==> config.mk <==
export PLATFORM = sky130hd
export DESIGN_NAME = if_prefetch_queue
export DESIGN_NICKNAME = d
export VERILOG_FILES = /design/src/rtl/if_prefetch_queue.sv
export SDC_FILE = /design/constraint.sdc
export NUM_CORES = 1
export LEC_CHECK = 0
export BUFFER_PORTS_ARGS = -buffer_cell sky130_fd_sc_hd__buf_2
export CORE_MARGIN = 1.5
export CORE_UTILIZATION = 64
export DETAILED_ROUTE_END_ITERATION = 8
export PLACE_DENSITY = 0.85
export SLEW_MARGIN = 15
export SYNTH_ARGS = -nofsm -noshare
export SYNTH_HDL_FRONTEND = slang
export SYNTH_SLANG_ARGS = --single-unit
==> constraint.sdc <==
create_clock -name clk1 -period 6.67 [get_ports clk1]
set_input_delay 0.667 -clock clk1 [delete_from_list [all_inputs] [get_ports clk1]]
set_output_delay 0.667 -clock clk1 [all_outputs]
set_load 0.005 [all_outputs]
==> src/rtl/if_prefetch_queue.sv <==
// Instruction-fetch front end. It generates the PC, issues reads to a 1-cycle-latency IMEM,
// and feeds decode from a small in-order prefetch queue over a valid/ready handshake.
module if_prefetch_queue #(
  parameter int          DEPTH    = 4,
  parameter int          IMEM_AW  = 10,
  parameter logic [31:0] RESET_PC = 32'h0000_0000
) (
  input  logic                     clk1,
  input  logic                     rst_n,
  output logic                     imem_en,
  output logic [IMEM_AW-1:0]       imem_addr,
  input  logic [31:0]              imem_rdata,
  output logic                     if_id_valid,
  output logic [31:0]              if_id_ir,
  output logic [31:0]              if_id_npc,
  input  logic                     id_ready,
  input  logic                     redirect_valid,
  input  logic [31:0]              redirect_pc,
  input  logic                     halt,
  output logic [$clog2(DEPTH):0]   fq_count
);

  localparam int PW = $clog2(DEPTH);
  localparam int CW = PW + 1;

  logic [31:0]   pc_q, pc_d;
  logic [31:0]   tag_q, tag_d;
  logic          inflight_q, inflight_d;
  logic [PW-1:0] rdPtr_q, rdPtr_d;
  logic [PW-1:0] wrPtr_q, wrPtr_d;
  logic [CW-1:0] count_q, count_d;
  logic [31:0]   irMem_q  [DEPTH];
  logic [31:0]   npcMem_q [DEPTH];

  logic          idValid, push, pop, issue;
  logic [31:0]   redirPc, fetchPc;
  logic [CW-1:0] occAfter;

  // A new read may only issue if its response is guaranteed a slot after this cycle's push/pop
  always_comb begin
    redirPc    = redirect_pc & 32'hFFFF_FFFC;
    idValid    = (count_q != '0) && !redirect_valid;
    pop        = idValid && id_ready;
    push       = inflight_q && !redirect_valid;
    occAfter   = count_q + CW'(push) - CW'(pop);
    fetchPc    = redirect_valid ? redirPc : pc_q;
    issue      = rst_n && !halt && (redirect_valid || (occAfter < CW'(DEPTH)));
    pc_d       = issue ? fetchPc + 32'd4 : fetchPc;
    tag_d      = issue ? fetchPc : tag_q;
    inflight_d = issue;
    rdPtr_d    = rdPtr_q;
    wrPtr_d    = wrPtr_q;
    count_d    = occAfter;
    if (redirect_valid) begin
      rdPtr_d = '0;
      wrPtr_d = '0;
      count_d = '0;
    end else begin
      if (pop)  rdPtr_d = rdPtr_q + PW'(1);
      if (push) wrPtr_d = wrPtr_q + PW'(1);
    end
  end

  assign imem_en     = issue;
  assign imem_addr   = fetchPc[IMEM_AW+1:2];
  assign if_id_valid = idValid;
  assign if_id_ir    = irMem_q[rdPtr_q];
  assign if_id_npc   = npcMem_q[rdPtr_q];
  assign fq_count    = count_q;

  always_ff @(posedge clk1 or negedge rst_n) begin
    if (!rst_n) begin
      pc_q       <= RESET_PC;
      tag_q      <= '0;
      inflight_q <= 1'b0;
      rdPtr_q    <= '0;
      wrPtr_q    <= '0;
      count_q    <= '0;
      for (int i = 0; i < DEPTH; i++) begin
        irMem_q[i]  <= '0;
        npcMem_q[i] <= '0;
      end
    end else begin
      pc_q       <= pc_d;
      tag_q      <= tag_d;
      inflight_q <= inflight_d;
      rdPtr_q    <= rdPtr_d;
      wrPtr_q    <= wrPtr_d;
      count_q    <= count_d;
      if (push) begin
        irMem_q[wrPtr_q]  <= imem_rdata;
        npcMem_q[wrPtr_q] <= tag_q + 32'd4;
      end
    end
  end

endmodule

==> impl_metrics.tcl, run 1 <==
set metrics [dict create \
    hold_class "in -> async" \
    tritoncts.num_buffers 35 \
    cts_sinks 328 \
    synth-seq-cells 328 \
    reg2reg_slack_ns 2.43 \
    slew_violations 0 \
    dr.pass1.iters 5 \
    avgSynthCellArea_um2 12.5 \
    synth_compound_area_share_pct 6.05 \
    p_per_area_mw_per_mm2 400 \
    netlist_area_mm2 0.0149 \
    required_ns 6.00 \
    antenna_found_initial 0 \
    syn_to_final_growth_pct 14.0 \
    yosysTopAreaCell "dfrtp_1" \
    synth_fp_nets 1270 \
    synth_top_family_by_area "multiplexers" \
    yosysUniqueCellTypes 51 \
    worst_pin_slew_ns 1.13 \
    synthSimpleGateAreaFrac_pct 9.00 \
    outcome "completed" \
    comb_power_share_pct 26.0 \
    track_usage_pct 26.0 \
    die_h_um 156 \
    drcViolationCount 0 \
    drtIter0Drc 539 \
    leakage_nw 7.86 \
    timing.final.crit_share_pct 65.5 \
    synth-edff-count 0 \
    synthMuxAreaShare_pct 22.2 \
    synthFlopType "dfrtp_1" \
    cts-root-buf "clkbuf_16" \
    synth_top_area_share_pct 55.0 \
    antenna_left 0 \
    clkPwrFrac_pct 30.0 \
    p_switching_w 0.00198 \
    worst-setup-path-type "reg -> out" \
    grt_pass1_wl_um 49800 \
    cts_buffer_depth 3 \
    intPower_w 0.00482 \
    die-area_mm2 0.0242 \
    clk_latency_ns 0.51 \
    post_cts_buffers 0 \
    fmax_ghz 0.229 \
    portBuffers 145 \
    critPathMaxFanout 14 \
    rsz0062_at_grt "false" \
    synth_xor_area_share_pct 3.86 \
    clock_skew_ns 0.0160 \
    tns_ns 0 \
    grt_overflow_total 0 \
    netlist_instances 1192 \
    vias 9672 \
    gp_congestion 0.827 \
    wirelength_um 30500 \
    num_rows 55 \
    cap_violations 0 \
    total_power_w 0.00680 \
    swShare_pct 29.1 \
    grt_max_degree 94 \
    drive_above_1_share_pct 32.9 \
    cts_resized 0 \
    wl_per_cell_um 18.7 \
    synth.area.top_cells "dfrtp_1, mux2_2, mux4_2" \
    worst_setup_path_end_kind "output pin" \
    dieWidth_um 156 \
    via_per_inst 5.91 \
    postCtsHoldBufs 0 \
    relSlewSlack_pct 24.6 \
    ioPinCount 148 \
    rr_worst_depth 13 \
    coreArea_mm2 0.0228 \
    layout.nets 1380 \
    async_flop_share_pct 100 \
    n_antenna_cell 0 \
    yosys.area_share.adder_pct 0.805 \
    tritoncts "yes" \
    path_clk_slew_ns 0.07 \
    peakVddDrop_mv 0.187 \
    yosysSeqAreaShare_pct 55.0 \
    synth_warnings 0 \
    period_minus_slack_ns 4.37 \
    critPathArrivalTime_ns 3.70 \
    htreeDepth 2 \
    hold_violations 0 \
    grt_pass1_vias 9841 \
    start_kind "flop" \
    place_hpwl_um 18400 \
    setup_viol 0 \
    initial_utilization_pct 65.5 \
    pwr-share-seq_pct 44.0 \
]
-- synth_stat cells (5+ instances only) --
| library cell | n |
|---|---|
| mux2i_1 | 28 |
| inv_1 | 24 |
| mux2_2 | 141 |
| buf_2 | 9 |
| a21oi_1 | 7 |
| nor3_1 | 12 |
| a32o_1 | 5 |
| and3_1 | 6 |
| dfrtp_1 | 328 |
| nand4_1 | 7 |
| nand3_1 | 18 |
| buf_4 | 12 |
| xnor2_1 | 42 |
| mux4_2 | 64 |
| xor2_1 | 21 |
| nor2_1 | 24 |
| o21ai_0 | 145 |
| nand2_1 | 183 |
| clkbuf_1 | 47 |
| nor2b_1 | 12 |
| buf_1 | 11 |
| ha_1 | 8 |
-- power groups by stage --
stage               logic, W  registers, W  clock network, W
global placement     0.00170       0.00296                 0
global route         0.00194       0.00307           0.00216
CTS                  0.00179       0.00299           0.00208
detailed placement   0.00176       0.00301                 0
floorplan            0.00126       0.00283                 0
finish               0.00177       0.00299           0.00204
-- layout make-up --
| type | count | area [µm²] |
|---|---|---|
| flip-flops and latches | 328 | 8210 |
| multi-input cells | 759 | 6290 |
| fillers | 1427 | 5770 |
| clock buffers | 50 | 1050 |
| repair buffers | 153 | 796 |
| well taps | 313 | 392 |
| clock inverters | 9 | 170 |
| inverters | 25 | 93.8 |
-- metal layers --
metal	track usage [%]	share of wire, %
met3	4.42	5.6
met4	7.94	2.0
met5	0	0
met2	43.3	50
met1	35.5	43
-- critical path: stages (launching register included) --
cell and delay (ns):
dfrtp_1 0.42, nor2b_1 0.74, inv_1 0.12, ha_1 0.31
inv_1 0.04, ha_1 0.18, fa_1 0.37, xor3_1 0.46
o21ai_4 0.07, inv_2 0.29, buf_2 0.18
-- sequential cells by signal, indices dropped and copies added (netlist names) --
signal and count:
tag_q 32, wrPtr_q 2, rdPtr_q 2, irMem_q 128, fq_count 3, pc_q 32, npcMem_q 128, inflight_q 1
-- through the flow --
step	setup slack [ns]	instances	area (µm²)	hold slack, ns	util [%]
after global routing	2.10	1637	17000	0.213	74.7
after floorplan	3.03	1192	14900	0.371	-
final	2.30	1637	17000	0.171	74.7
after detailed placement	1.97	1578	15800	0.465	69.3
after global placement	2.02	1578	15800	0.456	69.3
after CTS	2.29	1637	17000	0.191	74.7
-- kinds of logic after synthesis --
group / Yosys count
DFF: 328
and+or+nand+nor: 287
muxes: 233
AOI/OAI and AO/OA: 166
buffers and inverters: 105
xor gates and xnor gates: 64
adders and majority gates: 9
-- cells in the final DEF, fill, tap and decap left out, types with 28 or more instances in the layout --
master,instances
mux2i_1,28
clkbuf_16,37
o21ai_0,145
mux2_2,141
dfrtp_1,326
nand2_1,179
buf_2,144
mux4_2,64
xnor2_1,42
-- worst paths after layout --
check,from,end
worst min register to register,npcMem_q[21],npcMem_q[21]
worst max register to register,inflight_q,pc_q[28]
worst max-delay path,inflight_q,imem_en
worst min-delay path,rst_n,npcMem_q[66]
max in group asynchronous,rst_n,npcMem_q[123]
min in group clk1,imem_rdata[29],irMem_q[29]
Note: power is estimated with default switching activity, not from simulation.
==> inputs of run 2 (changes only) <==
--- a/config.mk
+++ b/config.mk
@@ -7,9 +7,9 @@
 export LEC_CHECK = 0
 export BUFFER_PORTS_ARGS = -buffer_cell sky130_fd_sc_hd__buf_2
 export CORE_MARGIN = 1.5
-export CORE_UTILIZATION = 64
+export CORE_UTILIZATION = 54
 export DETAILED_ROUTE_END_ITERATION = 8
-export PLACE_DENSITY = 0.85
+export PLACE_DENSITY = 0.77
 export SLEW_MARGIN = 15
 export SYNTH_ARGS = -nofsm -noshare
 export SYNTH_HDL_FRONTEND = slang
==> constraint.sdc (replaced) <==
create_clock -name clk1 -period 3.65 [get_ports clk1]
set_input_delay 0.365 -clock clk1 [delete_from_list [all_inputs] [get_ports clk1]]
set_output_delay 0.365 -clock clk1 [all_outputs]
set_load 0.005 [all_outputs]
==> run 2 against run 1 <==
Net effect: final area grew 0.52%; via count is 1.0% lower; routed wire length rose by 0.32%; global-route usage shrank 3.8 points; cell count is 2.5% higher; largest power group unchanged; combinational power increased by 86%; count of clock-buffer cells in the layout up 2; sequential power grew 80%; non-clock buffer count is 12 higher; clock skew grew 0.0066 ns.
==> impl_metrics.tcl, run 2 (synthesis results as in run 1) <==
set metrics [dict create \
    swShare_pct 29.8 \
    wl_met2_um 14600 \
    critPathMaxFanout 12 \
    path_clk_slew_ns 0.06 \
    n_antenna_cell 0 \
    clk_latency_ns 0.51 \
    tns_ns 0 \
    initial_utilization_pct 55.2 \
    crit_path_frequent_cell "ha_1" \
    reg2reg_slack_ns 0.43 \
    startpoint "fq_count[2]" \
    worst-setup-path-type "reg -> out" \
    ioPinCount 148 \
    rsz0062_at_grt "false" \
    slew_violations 0 \
    crit_buf_inv 4 \
    final_cell_mix "dfrtp_1, nand2_1, o21ai_0" \
    start_kind "flop" \
    cts-root-buf "clkbuf_16" \
    final_common_cell "dfrtp_1" \
    via_per_inst 5.71 \
    wirelength_um 30600 \
    relSlewSlack_pct 35.2 \
    cts_sinks 328 \
    p_per_area_mw_per_mm2 712 \
    antenna_found_initial 1 \
    clock_skew_ns 0.0226 \
    fmax_ghz 0.286 \
    intPower_w 0.00855 \
    place_hpwl_um 19600 \
    cap_violations 0 \
    stdcell_count 1678 \
    rr_startpoint "fq_count[2]" \
    cts_resized 0 \
    clkPwrFrac_pct 28.6 \
    peakVddDrop_mv 0.432 \
    top_regs "irMem_q (128), npcMem_q (128)" \
    htreeDepth 2 \
    drtIter0Drc 479 \
    max_stage_delay_ns 0.41 \
    dr.pass1.iters 5 \
    worst_pin_slew_ns 0.972 \
    setup_viol 0 \
    drive_above_1_share_pct 33.2 \
    layout.nets 1393 \
    wl_per_cell_um 18.3 \
    dp_slack_ns 0.262 \
    rr_worst_depth 14 \
    cts_buffer_depth 3 \
    required_ns 3.28 \
    tritoncts.num_buffers 36 \
    fillerInstances 2065 \
    track_usage_pct 22.2 \
    period_minus_slack_ns 3.49 \
    finalWorstSetupSlack_ns 0.156 \
    tritoncts "yes" \
    syn_to_final_growth_pct 14.6 \
    die-area_mm2 0.0286 \
    drcViolationCount 0 \
    timing.final.crit_share_pct 95.7 \
    pwr-share-seq_pct 44.3 \
    coreArea_mm2 0.0270 \
    portBuffers 145 \
    outcome "completed" \
    path_cells "nor3_1 > nor2_1 > and2_1 > ha_1 > inv_1 > ha_1 > fa_1 > xor3_1 > o21ai_4 > inv_2 > buf_4 > buf_2" \
    post_dp_cell_area_mm2 0.0160 \
    r2r-end "pc_q[31]" \
    dieWidth_um 169 \
    final_util_pct 63.3 \
    critPathArrivalTime_ns 3.13 \
    critPathCapture "imem_en" \
    p_switching_w 0.00362 \
    critPathSlowestCell "dfrtp_1" \
    hold_violations 0 \
    gp_congestion 0.818 \
    hold_class "in -> reg" \
    grt_max_degree 185 \
    antenna_left 0 \
    grt_pass1_vias 9765 \
    final_area_mm2 0.0171 \
    vias 9574 \
    grt_pass1_wl_um 50600 \
    leakage_nw 7.90 \
    die_h_um 169 \
    grt_overflow_total 0 \
    route.met3.wl_um 1480 \
    crit_family "adder cells" \
    cp_num_cells 12 \
    dp_cells 1617 \
    top_layer "met5" \
    worst_setup_path_end_kind "output pin" \
    comb_power_share_pct 27.1 \
    num_rows 60 \
    wl_met1_um 14000 \
]
-- run 2: cell count changes in the layout (fill, tap and decap cells not counted), sizes merged --
cell / change
buf: +11
inv: +1
clkinv: +2
clkbuf: +2
bufinv: -4
dlygate4sd3: +1
-- run 2: per-stage QoR --
stage | hold WS (ns) | total power [W]
final | 0.134 | 0.0122
after CTS | 0.113 | 0.0123
after detailed placement | 0.279 | 0.00877
after global placement | 0.276 | 0.00859
after floorplan | 0.0694 | 0.00749
after global routing | 0.130 | 0.0129
-- run 2: worst min path at each step --
stage,cells after the start,start,slack (ns),end
final,2,imem_rdata[27],0.13,irMem_q[123]
after global routing,2,imem_rdata[27],0.13,irMem_q[123]
after floorplan,0,rst_n,0.07,fq_count[0]
after detailed placement,1,rst_n,0.28,npcMem_q[99]
after CTS,2,imem_rdata[27],0.11,irMem_q[123]
after global placement,1,rst_n,0.28,npcMem_q[99]
-- run 2: layout make-up --
type                            count  area (µm²)  area share [%]
Timing Repair Buffer              165         951            5.56
Tap cell                          341         427            2.50
Clock buffer                       52        1050            6.16
Inverter                           25        93.8           0.549
Multi-Input combinational cell    759        6290            36.8
Sequential cell                   328        8210            48.0
Clock inverter                      8        71.3           0.417
-- run 2: layer usage --
metal / vias to the layer above / GRT usage (%)
li1: 4422 / -
met1: 4883 / 30.8
met2: 219 / 36.3
met3: 48 / 4.06
met4: 2 / 5.81
met5: - / 0
-- run 2: worst reg2reg max path, delay by kind of cell (launching register included) --
family | cells | cell delay [ns]
DFF | 1 | 0.41
and+or+nand+nor | 6 | 1.28
buffers and inverters | 2 | 0.13
AOI/OAI and AO/OA | 1 | 0.07
xor gates and xnor gates | 2 | 0.42
adders and majority gates | 3 | 0.86
-- run 2: what timing repair did --
item / 4_1_cts / 5_1_grt
setup buffers: 0 / 0
hold endpoints to repair: 40 / 0
endpoints found under the setup margin: 1 / 0
hold buffers: 1 / 0
-- run 2: power groups by stage --
stage / combinational [W] / clock, W / sequential [W]
final: 0.00330 / 0.00348 / 0.00539
after global routing: 0.00366 / 0.00371 / 0.00554
after CTS: 0.00335 / 0.00356 / 0.00539
after detailed placement: 0.00333 / 0 / 0.00544
after global placement: 0.00323 / 0 / 0.00536
after floorplan: 0.00231 / 0 / 0.00517
==> inputs of run 3 (changes only) <==
--- a/config.mk
+++ b/config.mk
@@ -7,9 +7,9 @@
 export LEC_CHECK = 0
 export BUFFER_PORTS_ARGS = -buffer_cell sky130_fd_sc_hd__buf_2
 export CORE_MARGIN = 1.5
-export CORE_UTILIZATION = 54
+export CORE_UTILIZATION = 64
 export DETAILED_ROUTE_END_ITERATION = 8
-export PLACE_DENSITY = 0.77
+export PLACE_DENSITY = 0.85
 export SLEW_MARGIN = 15
 export SYNTH_ARGS = -nofsm -noshare
 export SYNTH_HDL_FRONTEND = slang
==> constraint.sdc (replaced) <==
create_clock -name clk1 -period 4.4 [get_ports clk1]
set_input_delay 0.44 -clock clk1 [delete_from_list [all_inputs] [get_ports clk1]]
set_output_delay 0.44 -clock clk1 [all_outputs]
set_load 0.005 [all_outputs]
==> run 3 against run 2 <==
Net effect: cell count decreased by 2.1%; global-route usage grew 4.1 points; die area is 15% lower; critical endpoint is now pc_q[28]; first-iteration DRC count grew 7.5%; core utilization increased by 11 points; sequential power decreased by 16%.
==> impl_metrics.tcl, run 3 (synthesis results as in run 1) <==
set metrics [dict create \
    clk_latency_ns 0.51 \
    grt_max_degree 179 \
    setup_viol 0 \
    drive_above_1_share_pct 32.9 \
    tns_ns 0 \
    critPathArrivalTime_ns 4.20 \
    initial_utilization_pct 65.5 \
    final_area_mm2 0.0170 \
    cap_violations 0 \
    antenna_found_initial 0 \
    place_hpwl_um 19300 \
    final_cell_mix "dfrtp_1, nand2_1, o21ai_0" \
    intPower_w 0.00712 \
    period_minus_slack_ns 3.78 \
    slew_violations 0 \
    crit_buf_inv 2 \
    n_antenna_cell 0 \
    tritoncts.num_buffers 34 \
    critPathSlowestCell "xor3_1" \
    rsz0062_at_grt "false" \
    clkPwrFrac_pct 28.6 \
    post_dp_cell_area_mm2 0.0158 \
    cp_num_cells 14 \
    ioPinCount 148 \
    worst_setup_path_end_kind "flop" \
    antenna_left 0 \
    die-area_mm2 0.0242 \
    cts-root-buf "clkbuf_16" \
    total_power_w 0.0101 \
    p_switching_w 0.00298 \
    leakage_nw 7.86 \
    gp_congestion 0.840 \
    final_common_cell "dfrtp_1" \
    final_util_pct 74.6 \
    wirelength_um 30500 \
    post_cts_buffers 0 \
    vias 9603 \
    path_cells "nor3_1 > nor2_1 > and2_1 > ha_1 > inv_1 > ha_1 > fa_1 > xor3_1 > o21ai_4 > inv_2 > nand3_2 > or2_1 > nor4_1 > xnor2_1" \
    coreArea_mm2 0.0228 \
    layout.nets 1385 \
    via_per_inst 5.84 \
    fin_hold_ws_ns 0.211 \
    hold_depth 2 \
    relSlewSlack_pct 38.0 \
    required_ns 4.82 \
    path_clk_slew_ns 0.06 \
    dr.pass1.iters 5 \
    drtIter0Drc 515 \
    timing.final.crit_share_pct 85.9 \
    clock_skew_ns 0.0132 \
    start_kind "flop" \
    postCtsHoldBufs 1 \
    top_regs "irMem_q (128), npcMem_q (128)" \
    comb_power_share_pct 26.8 \
    rr_worst_depth 14 \
    hold_class "in -> reg" \
    worst_pin_slew_ns 0.930 \
    syn_to_final_growth_pct 13.9 \
    cts_buffer_depth 3 \
    pwr-share-seq_pct 44.7 \
    tritoncts "yes" \
    peakVddDrop_mv 0.299 \
    hold_violations 0 \
    num_rows 55 \
    crit_family "simple AND/OR/NAND/NOR gates" \
    dieWidth_um 156 \
    grt_pass1_wl_um 50300 \
    htreeDepth 2 \
    cts_resized 0 \
    die_h_um 156 \
    p_per_area_mw_per_mm2 594 \
    portBuffers 145 \
    track_usage_pct 26.3 \
    grt_overflow_total 0 \
    crit_path_frequent_cell "ha_1" \
    max_stage_delay_ns 0.45 \
    outcome "completed" \
    wl_per_cell_um 18.6 \
    drcViolationCount 0 \
    fmax_ghz 0.265 \
    critPathMaxFanout 14 \
    grt_pass1_vias 9783 \
    swShare_pct 29.5 \
    worst-setup-path-type "reg -> reg" \
    cts_sinks 328 \
]
-- run 3: cell type report --
cell class / count / area (µm²)
sequential: 328 / 8210
multi-input combinational: 759 / 6290
fill: 1476 / 5780
clock buffer: 54 / 1090
timing repair buffer: 159 / 868
tap: 313 / 392
inverter: 25 / 93.8
clock inverter: 5 / 50.0
-- run 3: power by group through the flow --
stage	logic, W	clock network [W]	registers [W]
after detailed placement	0.00271	0	0.00455
final	0.00270	0.00289	0.00451
after CTS	0.00274	0.00292	0.00451
after global placement	0.00261	0	0.00448
after global routing	0.00297	0.00305	0.00463
after floorplan	0.00192	0	0.00429
-- run 3: routing by layer --
metal / vias to the layer above / GRT usage [%] / part of all wire [%]
li1: 4417 / - / -
met1: 4874 / 36.7 / 44
met2: 276 / 44.0 / 50
met3: 36 / 4.17 / 5.3
met4: 0 / 6.12 / 1.4
met5: - / 0 / 0
-- run 3: worst paths after layout --
check / start / to / slack [ns]
setup / recovery: fq_count[2] / pc_q[28] / 0.62
hold / removal: imem_rdata[22] / irMem_q[118] / 0.21
setup reg to reg: fq_count[2] / pc_q[28] / 0.62
hold reg to reg: npcMem_q[29] / npcMem_q[29] / 0.47
max in group asynchronous: rst_n / rdPtr_q[0] / 2.66
min in group asynchronous: rst_n / irMem_q[101] / 0.45
-- run 3: metrics by stage --
stage	std cells	setup WS [ns]
6_report	1643	0.621
5_1_grt	1643	0.363
4_1_cts	1643	0.582
3_5_place_dp	1583	0.417
3_3_place_gp	1583	0.497
2_1_floorplan	1192	1.01
-- run 3: worst reg2reg max path, delay by kind of cell, from the launching register on --
| kind | cells | cell delay, ns |
|---|---|---|
| AOI/OAI and AO/OA | 1 | 0.07 |
| xor gates and xnor gates | 2 | 0.62 |
| adders and majority gates | 3 | 0.82 |
| buffers and inverters | 2 | 0.32 |
| DFF | 1 | 0.40 |
| and+or+nand+nor | 6 | 1.48 |
